## config.mk

```make
export PLATFORM = sky130hd
export DESIGN_NAME = fetch_pc_gen
export DESIGN_NICKNAME = d
export VERILOG_FILES = /design/src/rtl/pcgen_pkg.sv /design/src/rtl/btb_dm.sv /design/src/rtl/fetch_pc_gen.sv
export SDC_FILE = /design/constraint.sdc
export NUM_CORES = 1
export LEC_CHECK = 0
export CORE_ASPECT_RATIO = 2
export CORE_MARGIN = 4
export CORE_UTILIZATION = 55
export CTS_CLUSTER_DIAMETER = 30
export DETAILED_ROUTE_END_ITERATION = 8
export PLACE_DENSITY = 0.72
export SYNTH_ARGS = -nofsm -noshare
export SYNTH_HDL_FRONTEND = slang
export SYNTH_HIERARCHICAL = 1
export SYNTH_SLANG_ARGS = --single-unit
```

## constraint.sdc

```tcl
create_clock -name clk -period 10.6 [get_ports clk]
set_input_delay 3.18 -clock clk [delete_from_list [all_inputs] [get_ports clk]]
set_output_delay 3.18 -clock clk [all_outputs]
set_load 0.02 [all_outputs]
```

## src/rtl/pcgen_pkg.sv

```systemverilog
// Shared types for the fetch PC generator: 2-bit predictor counter encodings and BTB entry state.
package pcgen_pkg;

  typedef enum logic [1:0] {
    SNT = 2'b00,
    WNT = 2'b01,
    WT  = 2'b10,
    ST  = 2'b11
  } ctr_e;

  // Width-independent part of a BTB entry; tag and target widths follow XLEN and live beside it.
  typedef struct packed {
    logic valid;
    ctr_e ctr;
  } btb_entry_t;

  function automatic ctr_e ctr_inc(input ctr_e c);
    case (c)
      SNT:     ctr_inc = WNT;
      WNT:     ctr_inc = WT;
      default: ctr_inc = ST;
    endcase
  endfunction

  function automatic ctr_e ctr_dec(input ctr_e c);
    case (c)
      ST:      ctr_dec = WT;
      WT:      ctr_dec = WNT;
      default: ctr_dec = SNT;
    endcase
  endfunction

  function automatic logic ctr_taken(input ctr_e c);
    ctr_taken = (c == WT) || (c == ST);
  endfunction

endpackage

```

## src/rtl/btb_dm.sv

```systemverilog
// Direct-mapped branch target buffer with 2-bit saturating counters; lookup is combinational,
// training is written at the clock edge so a same-cycle lookup sees the old contents.
module btb_dm
  import pcgen_pkg::*;
#(
  parameter int unsigned XLEN    = 32,
  parameter int unsigned ENTRIES = 16
) (
  input  logic            clk,
  input  logic            rst,
  input  logic [XLEN-3:0] lk_pc_w,
  output logic            lk_taken_c,
  output logic [XLEN-3:0] lk_target_w_c,
  input  logic            upd_valid,
  input  logic [XLEN-3:0] upd_pc_w,
  input  logic [XLEN-3:0] upd_target_w,
  input  logic            upd_taken
);

  localparam int unsigned IDX_W = $clog2(ENTRIES);
  localparam int unsigned TAG_W = XLEN - 2 - IDX_W;

  btb_entry_t        meta_q [ENTRIES];
  logic [TAG_W-1:0]  tag_q  [ENTRIES];
  logic [XLEN-3:0]   tgt_q  [ENTRIES];

  logic [IDX_W-1:0]  lk_idx, upd_idx;
  logic [TAG_W-1:0]  lk_tag, upd_tag;
  logic              lk_hit, upd_hit;

  always_comb begin
    lk_idx        = lk_pc_w[IDX_W-1:0];
    lk_tag        = lk_pc_w[XLEN-3:IDX_W];
    upd_idx       = upd_pc_w[IDX_W-1:0];
    upd_tag       = upd_pc_w[XLEN-3:IDX_W];
    lk_hit        = meta_q[lk_idx].valid && (tag_q[lk_idx] == lk_tag);
    upd_hit       = meta_q[upd_idx].valid && (tag_q[upd_idx] == upd_tag);
    lk_taken_c    = lk_hit && ctr_taken(meta_q[lk_idx].ctr);
    lk_target_w_c = tgt_q[lk_idx];
  end

  // Reset clears only valid/counter state; tag and target are qualified by valid.
  always_ff @(posedge clk) begin
    if (rst) begin
      for (int i = 0; i < int'(ENTRIES); i++) begin
        meta_q[i] <= '{valid: 1'b0, ctr: WNT};
      end
    end else if (upd_valid) begin
      if (upd_hit) begin
        meta_q[upd_idx].ctr <= upd_taken ? ctr_inc(meta_q[upd_idx].ctr)
                                         : ctr_dec(meta_q[upd_idx].ctr);
        if (upd_taken) tgt_q[upd_idx] <= upd_target_w;
      end else if (upd_taken) begin
        meta_q[upd_idx] <= '{valid: 1'b1, ctr: WT};
        tag_q[upd_idx]  <= upd_tag;
        tgt_q[upd_idx]  <= upd_target_w;
      end
    end
  end

endmodule

```

## src/rtl/fetch_pc_gen.sv

```systemverilog
// Fetch-stage PC register and next-PC select with BTB prediction.
// Optional trap redirect input enabled by defining PCGEN_TRAP_EN.
module fetch_pc_gen
  import pcgen_pkg::*;
#(
  parameter int unsigned          XLEN         = 32,
  parameter logic [XLEN-1:0]      RESET_VECTOR = '0,
  parameter int unsigned          BTB_ENTRIES  = 16
) (
  input  logic            clk,
  input  logic            rst,
  input  logic            stall_f,
  input  logic            redirect_e,
  input  logic [XLEN-1:0] redirect_pc_e,
  input  logic            upd_valid_e,
  input  logic [XLEN-1:0] upd_pc_e,
  input  logic [XLEN-1:0] upd_target_e,
  input  logic            upd_taken_e,
`ifdef PCGEN_TRAP_EN
  input  logic            trap_valid,
  input  logic [XLEN-1:0] trap_vec,
`endif
  output logic [XLEN-1:0] pc_f,
  output logic [XLEN-1:0] pc_plus4_f,
  output logic            pred_taken_f,
  output logic [XLEN-1:0] pred_target_f
);

  logic [XLEN-1:0] pc_q, pc_d;
  logic            btb_taken;
  logic [XLEN-3:0] btb_target_w;

  // Low address bits are forced to zero on use, so they are intentionally not consumed.
  logic unused_low_bits;
`ifdef PCGEN_TRAP_EN
  assign unused_low_bits = ^{redirect_pc_e[1:0], upd_pc_e[1:0], upd_target_e[1:0], trap_vec[1:0]};
`else
  assign unused_low_bits = ^{redirect_pc_e[1:0], upd_pc_e[1:0], upd_target_e[1:0]};
`endif

  btb_dm #(
    .XLEN    (XLEN),
    .ENTRIES (BTB_ENTRIES)
  ) u_btb (
    .clk           (clk),
    .rst           (rst),
    .lk_pc_w       (pc_q[XLEN-1:2]),
    .lk_taken_c    (btb_taken),
    .lk_target_w_c (btb_target_w),
    .upd_valid     (upd_valid_e),
    .upd_pc_w      (upd_pc_e[XLEN-1:2]),
    .upd_target_w  (upd_target_e[XLEN-1:2]),
    .upd_taken     (upd_taken_e)
  );

  always_comb begin
    pc_f          = pc_q;
    pc_plus4_f    = pc_q + XLEN'(4);
    pred_taken_f  = btb_taken;
    pred_target_f = btb_taken ? {btb_target_w, 2'b00} : pc_plus4_f;
  end

  // Assignment order gives priority: later statements win.
  always_comb begin
    pc_d = pred_target_f;
    if (stall_f)    pc_d = pc_q;
    if (redirect_e) pc_d = {redirect_pc_e[XLEN-1:2], 2'b00};
`ifdef PCGEN_TRAP_EN
    if (trap_valid) pc_d = {trap_vec[XLEN-1:2], 2'b00};
`endif
  end

  always_ff @(posedge clk) begin
    if (rst) pc_q <= RESET_VECTOR;
    else     pc_q <= pc_d;
  end

endmodule
```

# --- Yosys cells after proc, flatten, opt, wreduce, memory -nomap -nowiden ---
# Memory sizes are Yosys's and may differ from the RTL's. A register that Yosys moved wholly into a read port is not among the register bits.
# Index checks and enable logic that the tools add are counted.
totals:
  reg_bits: 32
  ram_bits: 944
  in_bits: 102
  output_inout_bits: 97
  word_cells: 61
  mem_count: 3
op_classes:
  addsub: 1
  n_eq_ne: 8
  muxes: 38
  bitwise_logic: 2
  reduce_logical: 7
memory_table:
  columns: ["name", "depth", "word_bits", "rd", "rd_clocked_by_memory_dff", "write_ports", "line", "source"]
  rows:
  - ["u_btb.tgt_q", 16, 30, 1, 1, 1, "btb_dm.sv:25", "logic [XLEN-3:0] tgt_q [ENTRIES];"]
  - ["u_btb.tag_q", 16, 26, 2, 1, 1, "btb_dm.sv:24", "logic [TAG_W-1:0] tag_q [ENTRIES];"]
  - ["u_btb.meta_q", 16, 3, 2, 1, 16, "btb_dm.sv:23", "btb_entry_t meta_q [ENTRIES];"]
ops:
  columns: ["cell", "count"]
  rows:
  - ["two-way mux 32 bit", 3]
  - ["equality test 26 bit", 2]
  - ["adder 32 x 3 -> 32 bit (second input constant)", 1]
  - ["two-way mux 30 bit", 1]
  - ["two-way mux 4 bit", 7]
  - ["two-way mux 2 bit", 9]
  - ["two-way mux 1 bit", 15]
  - ["equality test 2 bit (second input constant)", 4]
  - ["case mux 2 bit (2 select lines)", 2]
  - ["logical AND 1 bit", 3]
  - ["two-way mux 3 bit", 1]
  - ["OR reduction 3 bit", 1]
  - ["equality test 2 x 1 -> 1 bit (second input constant)", 1]
  - ["zero test 2 bit", 1]
  - ["!= test 2 x 1 -> 1 bit (second input constant)", 1]
  - ["bitwise OR 1 bit", 2]
  - ["OR reduction 2 bit", 1]
  - ["logical OR 1 bit", 1]

# --- Logic depth before layout (Yosys ltp) ---
# Gate-level depths: netlist of the first run.
# An unclocked memory read counts as a cell.
depth:
  word_depth: 10
  mapped_depth: 18
  mapped_depth_nobuf: 12

# --- By module ---
# Netlist of the first run, hierarchy kept.
modules_own_cells:
  columns: ["mod", "n_inst", "cells_each", "area_each_um2", "seq_area_each_um2"]
  rows:
  - ["btb_dm", 1, 1966, 40874.2, 28187.0]
  - ["fetch_pc_gen", 1, 372, 2914.0, 640.6]

# --- Worst setup path before layout of the first run ---
# No wires, ideal clock.
synth_path:
  path_kind: "register to output"
  from: "register pc_q[2], in the netlist pc_f[2]"
  to: "output pred_target_f[22]"
  arrival_time_ns: 5.636
  required_time_ns: 7.420
  slack_ns: 1.784
  path_stages_with_launch: 13
  path_buffers: 5
  cell_sequence: "dfxtp_1 > clkbuf_1 > clkbuf_1 > buf_1 > mux4_2 > mux4_2 > xnor2_1 > nand4_1 > nor4_1 > clkinv_1 > clkbuf_1 > clkbuf_1 > mux2_2"
synth_between:
  elab_chain_len: 2
synth_rtl:
  columns: ["element", "line", "source"]
  rows:
  - ["start: declaration", "fetch_pc_gen.sv:29", "logic [XLEN-1:0] pc_q, pc_d;"]
  - ["start signal: assignment", "fetch_pc_gen.sv:75", "else pc_q <= pc_d;"]
  - ["adder 32 x 3 -> 32 bit", "fetch_pc_gen.sv:58", "pc_plus4_f = pc_q + XLEN'(4);"]
  - ["two-way mux 32 bit", "fetch_pc_gen.sv:60", "pred_target_f = btb_taken ? {btb_target_w, 2'b00} : pc_plus4_f;"]
  - ["end: declaration", "fetch_pc_gen.sv:26", "output logic [XLEN-1:0] pred_target_f"]
# No other way between the ends.

# --- Worst setup path in the final report of the first run ---
layout_path:
  from: "register pc_q[2], in the netlist pc_f[2]"
  to: "output pred_target_f[19]"
# Same word-level chain as after synthesis.

==> results of run 1 <==
## synth_stat cells, types with 6 or more instances
| library cell | count | share of area |
|---|---|---|
| buf_1 | 27 | 0.0023 |
| nor4_1 | 15 | 0.0021 |
| buf_2 | 25 | 0.0029 |
| and2_1 | 6 | 0.00086 |
| dfxtp_1 | 48 | 0.022 |
| nand2b_1 | 13 | 0.0019 |
| a211oi_1 | 8 | 0.0014 |
| a21o_1 | 20 | 0.0034 |
| buf_6 | 14 | 0.0036 |
| nand2_1 | 74 | 0.0063 |
| nor2b_1 | 17 | 0.0024 |
| or3_1 | 6 | 0.00086 |
| mux4_2 | 349 | 0.18 |
| and3_1 | 22 | 0.0031 |
| o21ai_1 | 22 | 0.0025 |
| buf_4 | 6 | 0.0010 |
| a22oi_1 | 18 | 0.0031 |
| nand4_1 | 16 | 0.0023 |
| o21ai_0 | 43 | 0.0049 |
| nor3_1 | 56 | 0.0064 |
| xnor2_1 | 49 | 0.0098 |
| inv_1 | 20 | 0.0017 |
| mux2_2 | 44 | 0.011 |
| o22ai_1 | 11 | 0.0016 |
| nand3_1 | 40 | 0.0046 |
| a221oi_1 | 8 | 0.0016 |
| mux4_1 | 10 | 0.0060 |
| edfxtp_1 | 928 | 0.64 |
| xor2_1 | 31 | 0.0062 |
| a21oi_1 | 39 | 0.0045 |
| clkbuf_1 | 69 | 0.0059 |
| o211ai_1 | 6 | 0.0010 |
| clkbuf_8 | 11 | 0.0035 |
| nor2_1 | 62 | 0.0053 |
| mux2i_1 | 94 | 0.021 |
## state kept, by name, indices dropped and copies added (netlist names)
register      count
u_btb/meta_q     48
pc_f             32
u_btb/tag_q     416
u_btb/tgt_q     480
## cell families (layout without fill, tap and decap cells)
| family | after synthesis | in the layout | synth area share |
|---|---|---|---|
| buffers and inverters | 177 | 505 | 0.02257 |
| XOR/XNOR | 82 | 82 | 0.01674 |
| other | 0 | 2 | 0 |
| flip-flops | 976 | 976 | 0.6583 |
| AO/OA/AOI/OAI | 232 | 232 | 0.03692 |
| adder cells (fa/ha/maj) | 1 | 1 | 0.0002857 |
| multiplexers | 498 | 498 | 0.2186 |
| AND/OR/NAND/NOR | 372 | 372 | 0.04658 |
## worst max-delay path, cell delays in order, from the launching register on
cell and delay, ns:
dfxtp_4 0.81, buf_4 0.57, mux4_2 0.61, mux4_2 0.59, xor2_1 0.22, nor4_1 0.60
nand4_1 0.24, nor4_2 0.27, buf_4 0.48, nor2_1 0.06, and3_1 0.20, a221o_1 0.31
clkdlybuf4s50_1 0.56
## power groups by stage
stage / clock, W / combinational [W] / sequential [W]
floorplan: 0 / 0.000489 / 0.00437
global placement: 0 / 0.000773 / 0.00440
detailed placement: 0 / 0.000786 / 0.00440
CTS: 0.00412 / 0.000789 / 0.00432
global route: 0.00430 / 0.000828 / 0.00432
finish: 0.00407 / 0.000792 / 0.00432
## worst max-delay path by stage
stage	startpoint	endpoint	cells after the start
4_1_cts	pc_f[2]$_SDFFE_PP0P_	pred_target_f[19]	12
3_5_place_dp	pc_f[2]$_SDFFE_PP0P_	pred_target_f[19]	12
2_1_floorplan	pc_f[2]$_SDFFE_PP0P_	pred_target_f[22]	12
5_1_grt	pc_f[2]$_SDFFE_PP0P_	pred_target_f[19]	12
6_report	pc_f[2]$_SDFFE_PP0P_	pred_target_f[19]	12
3_3_place_gp	pc_f[2]$_SDFFE_PP0P_	pred_target_f[19]	12
## routing by layer
| metal | vias to the layer above | global-route usage | share of wire |
|---|---|---|---|
| met4 | 4 | 0.1691 | 0.067 |
| li1 | 10270 | - | - |
| met5 | - | 0 | 0.00021 |
| met3 | 380 | 0.07518 | 0.10 |
| met1 | 13180 | 0.3615 | 0.34 |
| met2 | 1705 | 0.4957 | 0.50 |
## layout make-up
class / instances / share of cell area
Sequential cell: 976 / 0.5666
Antenna cell: 2 / 0.00009832
Clock inverter: 94 / 0.01988
Tap cell: 1036 / 0.02546
Inverter: 21 / 0.001549
Multi-Input combinational cell: 1185 / 0.2786
Timing Repair Buffer: 261 / 0.04810
Clock buffer: 129 / 0.05965
## metrics by stage
step           hold WS (ns)  worst slack [ns]
2_1_floorplan        0.4477             1.784
3_3_place_gp         0.4572             1.923
3_5_place_dp         0.4720             1.864
4_1_cts              0.4849             1.103
5_1_grt              0.4998            0.8036
6_report             0.4872             1.123
==> results.json, run 1 <==
{
  "mostFrequentLayoutCells": "928 x edfxtp_1, 349 x mux4_2, 186 x clkdlybuf4s50_1",
  "drtIter0Drc": 3231,
  "p_per_area_nw_per_um2": 180.4,
  "track_usage": 0.2992,
  "hold_class": "reg -> reg",
  "vias_per_cell": 6.894,
  "total_power_w": 0.009186,
  "rr_startpoint": "pc_f[2]$_SDFFE_PP0P_",
  "synth_warnings": 6,
  "place_congestion": 0.9823,
  "rows": 146,
  "postCtsHoldBufs": 0,
  "core_area_um2": 79100,
  "p_int_w": 0.007000,
  "post-place-cells": 3479,
  "critPathCaptureType": "output port",
  "p_clk_frac": 0.443,
  "setup_viol": 0,
  "routed_wl_um": 126500,
  "clk_pin_slew_ns": 0.06,
  "critPathMaxFanout": 34,
  "cts.root.buffer_cell": "clkbuf_16",
  "final_common_cell": "edfxtp_1",
  "p_switching_w": 0.002186,
  "worst-endpoint-arrival_ns": 6.30,
  "cts_resized": 0,
  "start_kind": "register",
  "worst-endpoint-required_ns": 7.42,
  "synth_cell_types": 94,
  "die_w_um": 207.5,
  "postRouteAntennaNets": 0,
  "peakVddDrop_mv": 0.1737,
  "ff_latch_area_um2": 28840,
  "stdcell_count": 3704,
  "p_leak_nw": 16.39,
  "grt_pass1_wl_um": 182100,
  "synth-seq-cells": 976,
  "drc_errors": 0,
  "final_area_um2": 50900,
  "wl_per_cell_um": 34.16,
  "ios": 199,
  "multi_input_area_um2": 14180,
  "mappedNetlistArea_um2": 43790,
  "synth_flop_cell": "edfxtp_1",
  "htree_num_levels": 3,
  "holdPathStages": 1,
  "finalNetCount": 2667,
  "outcome": "complete, no violations",
  "cap_violations": 0,
  "overflow": 0,
  "reg2regPathDepth": 11,
  "dp_hpwl_um": 79280,
  "finalHoldViolCount": 0,
  "numPortBuffers": 192,
  "tightestPinTransition_ns": 1.343,
  "cts_tree": "yes",
  "antenna_found_initial": 6,
  "fillers": 5379,
  "final_util": 0.6436,
  "fmax_mhz": 105.5,
  "start_util": 0.5536,
  "drive_above_1_share": 0.2794,
  "dr_total_vias": 25540,
  "cts_buffers": 119,
  "synth_edf_count": 928,
  "dpl_cell_area_um2": 46850,
  "syn_area_per_cell_um2": 18.73,
  "rrSetupSlack_ns": 5.00,
  "syn_nets": 2441,
  "clk_latency_ns": 0.73,
  "fin_crit_sh": 0.8941,
  "max_slew_margin": 0.09869,
  "fin_skew_ns": 0.02315,
  "hold_start": "u_btb/meta_q[1][2]$_DFF_P_",
  "slew_violations": 0,
  "finalSetupTns_ns": 0,
  "reg2reg_to": "pc_f[29]$_SDFFE_PP0P_",
  "hold_end": "u_btb/meta_q[1][2]$_DFF_P_",
  "syn_inst": 2338,
  "rsz0062_at_grt": "false",
  "cts_setup_buffers": 0,
  "grt_max_degree": 63,
  "cts.sinks": 976,
  "p_comb_frac": 0.086,
  "p_sw_frac": 0.2379,
  "async_flop_share": 0,
  "synth-seq-area-share": 0.6583,
  "area_growth_pct": 16.25,
  "dr.pass1.iters": 6,
  "period_needed_ns": 9.477,
  "power_frac_seq": 0.471,
  "dieArea_um2": 84470,
  "worstSetupPathType": "reg -> out",
  "die_h_um": 407.0,
  "grt_pass1_vias": 26350,
  "cts.path.max_buffers": 3
}
(Power assumes the default switching activity.)
==> inputs of run 2 (changes only) <==
- PLACE_DENSITY: 0.72 -> 0.84
==> run 2 against run 1 <==
Maximum frequency down 0.41%. Clock skew about the same. Total power down 1.7%. Critical path depth unchanged. Sequential share of layout area up 0.23 points. Register-to-register slack worse by 0.24 ns. Core utilization down 0.26 points.
==> results.json, run 2 (synthesized netlist as in run 1, its figures left out) <==
{
  "vias_per_cell": 7.197,
  "postCtsHoldBufs": 0,
  "cts.path.max_buffers": 3,
  "fillers": 5029,
  "top_register": "u_btb/tgt_q",
  "mostFrequentLayoutCells": "928 x edfxtp_1, 349 x mux4_2, 186 x clkdlybuf4s50_1",
  "path_cells": "buf_12, mux4_2, mux4_2, xor2_1, nor4_1, nand4_1, nor4_2, buf_4, clkinv_1, buf_4, mux2_2, clkdlybuf4s50_1",
  "clk_latency_ns": 0.70,
  "track_usage": 0.3115,
  "critPathMaxStageDelay_ns": 0.99,
  "reg2regPathDepth": 13,
  "largest_reg_flops": 480,
  "dieArea_um2": 84470,
  "rows": 146,
  "core_area_um2": 79100,
  "grt_pass1_vias": 27600,
  "critPathTopFamily": "buffers and inverters",
  "clk_pin_slew_ns": 0.06,
  "critPathCaptureType": "output port",
  "area_growth_pct": 15.78,
  "worst-endpoint-required_ns": 7.42,
  "critPathMaxFanout": 68,
  "fin_crit_sh": 0.8977,
  "dr_total_vias": 26620,
  "peakVddDrop_mv": 0.1921,
  "cts_setup_buffers": 0,
  "finalSetupTns_ns": 0,
  "hold_class": "reg -> reg",
  "period_needed_ns": 9.516,
  "drive_above_1_share": 0.2765,
  "hold_start": "u_btb/meta_q[6][2]$_DFF_P_",
  "postRouteAntennaNets": 0,
  "place_congestion": 0.9843,
  "max_slew_margin": 0.03833,
  "finalHoldViolCount": 0,
  "setup_viol": 0,
  "antenna_found_initial": 11,
  "holdPathStages": 1,
  "routed_wl_um": 132500,
  "final_common_cell": "edfxtp_1",
  "rr_startpoint": "pc_f[2]$_SDFFE_PP0P_",
  "outcome": "complete, no violations",
  "htree_num_levels": 3,
  "reg.largest.list": "u_btb/tgt_q (480), u_btb/tag_q (416), u_btb/meta_q (48)",
  "cp_num_buf_inv": 5,
  "dp_hpwl_um": 79900,
  "finalNetCount": 2661,
  "reg2reg_to": "pc_f[4]$_SDFFE_PP0P_",
  "cp_slowest_cell": "dfxtp_4",
  "hold_end": "u_btb/meta_q[6][2]$_DFF_P_",
  "drtIter0Drc": 3641,
  "start_util": 0.5536,
  "p_per_area_nw_per_um2": 178.1,
  "drc_errors": 0,
  "hold-worst-slack_ns": 0.4865,
  "wl_per_cell_um": 35.84,
  "dr.pass1.iters": 7,
  "overflow": 0,
  "cts_buffers": 112,
  "fin_skew_ns": 0.02340,
  "die_h_um": 407.0,
  "worstSetupPathType": "reg -> out",
  "numPortBuffers": 192,
  "cts_tree": "yes",
  "cap_violations": 0,
  "fmax_mhz": 105.1,
  "grt_max_degree": 69,
  "ios": 199,
  "cts.sinks": 976,
  "die_w_um": 207.5,
  "tightestPinTransition_ns": 1.433,
  "slew_violations": 0,
  "rsz0062_at_grt": "false",
  "p_leak_nw": 16.28,
  "grt_pass1_wl_um": 191300,
  "cts_resized": 0,
  "rrSetupSlack_ns": 4.76,
  "worst-endpoint-arrival_ns": 6.34,
  "cts.root.buffer_cell": "clkbuf_16",
  "start_kind": "register"
}
==> run 2: changes by cell type in the layout (fill, tap and decap cells not counted), sizes merged <==
cell and delta:
clkbuf -9, buf +1, bufinv -3, clkinv +7
diode +5, inv -7
==> run 2: area by class of cell <==
| cell class | count | area, µm² | share of cell area |
|---|---|---|---|
| antenna | 7 | 17.52 | 0.0003455 |
| clock buffer | 120 | 2854 | 0.05629 |
| multi-input combinational | 1185 | 14180 | 0.2798 |
| tap | 1036 | 1296 | 0.02557 |
| timing repair buffer | 262 | 2456 | 0.04845 |
| inverter | 21 | 78.83 | 0.001555 |
| sequential | 976 | 28840 | 0.5689 |
| clock inverter | 91 | 969.7 | 0.01913 |
==> run 2: worst max-delay path by stage <==
stage	depth (start not counted)	endpoint	start
4_1_cts	12	pred_target_f[4]	pc_f[2]$_SDFFE_PP0P_
6_report	12	pred_target_f[4]	pc_f[2]$_SDFFE_PP0P_
2_1_floorplan	12	pred_target_f[22]	pc_f[2]$_SDFFE_PP0P_
5_1_grt	12	pred_target_f[4]	pc_f[2]$_SDFFE_PP0P_
3_5_place_dp	12	pred_target_f[4]	pc_f[2]$_SDFFE_PP0P_
3_3_place_gp	12	pred_target_f[4]	pc_f[2]$_SDFFE_PP0P_
==> run 2: routing by layer <==
| layer | wire length [µm] | up-vias | global-route usage |
|---|---|---|---|
| li1 | - | 10240 | - |
| met1 | 40700 | 13580 | 0.3512 |
| met2 | 65750 | 2217 | 0.5166 |
| met3 | 15090 | 579 | 0.08934 |
| met4 | 10870 | 6 | 0.2104 |
| met5 | 123 | - | 0.007598 |
==> run 2: per-stage QoR <==
| stage | cells | utilization | total power (W) | setup WS [ns] | cell area [µm²] |
|---|---|---|---|---|---|
| 5_1_grt | 3694 | 0.6408 | 0.009264 | 0.6921 | 50690 |
| 3_5_place_dp | 3480 | 0.5924 | 0.005183 | 1.754 | 46860 |
| 3_3_place_gp | 3480 | 0.5924 | 0.005154 | 1.806 | 46860 |
| 6_report | 3698 | 0.6410 | 0.009030 | 1.084 | 50700 |
| 2_1_floorplan | 2338 | - | 0.004858 | 1.784 | 43790 |
| 4_1_cts | 3691 | 0.6407 | 0.009043 | 0.9750 | 50680 |
==> run 2: power by group <==
part           internal [W]  switching [W]  leakage [nW]
registers           0.00426      0.0000700          8.78
clock network       0.00221        0.00170          1.83
logic              0.000353       0.000444          5.66
total               0.00682        0.00221          16.3
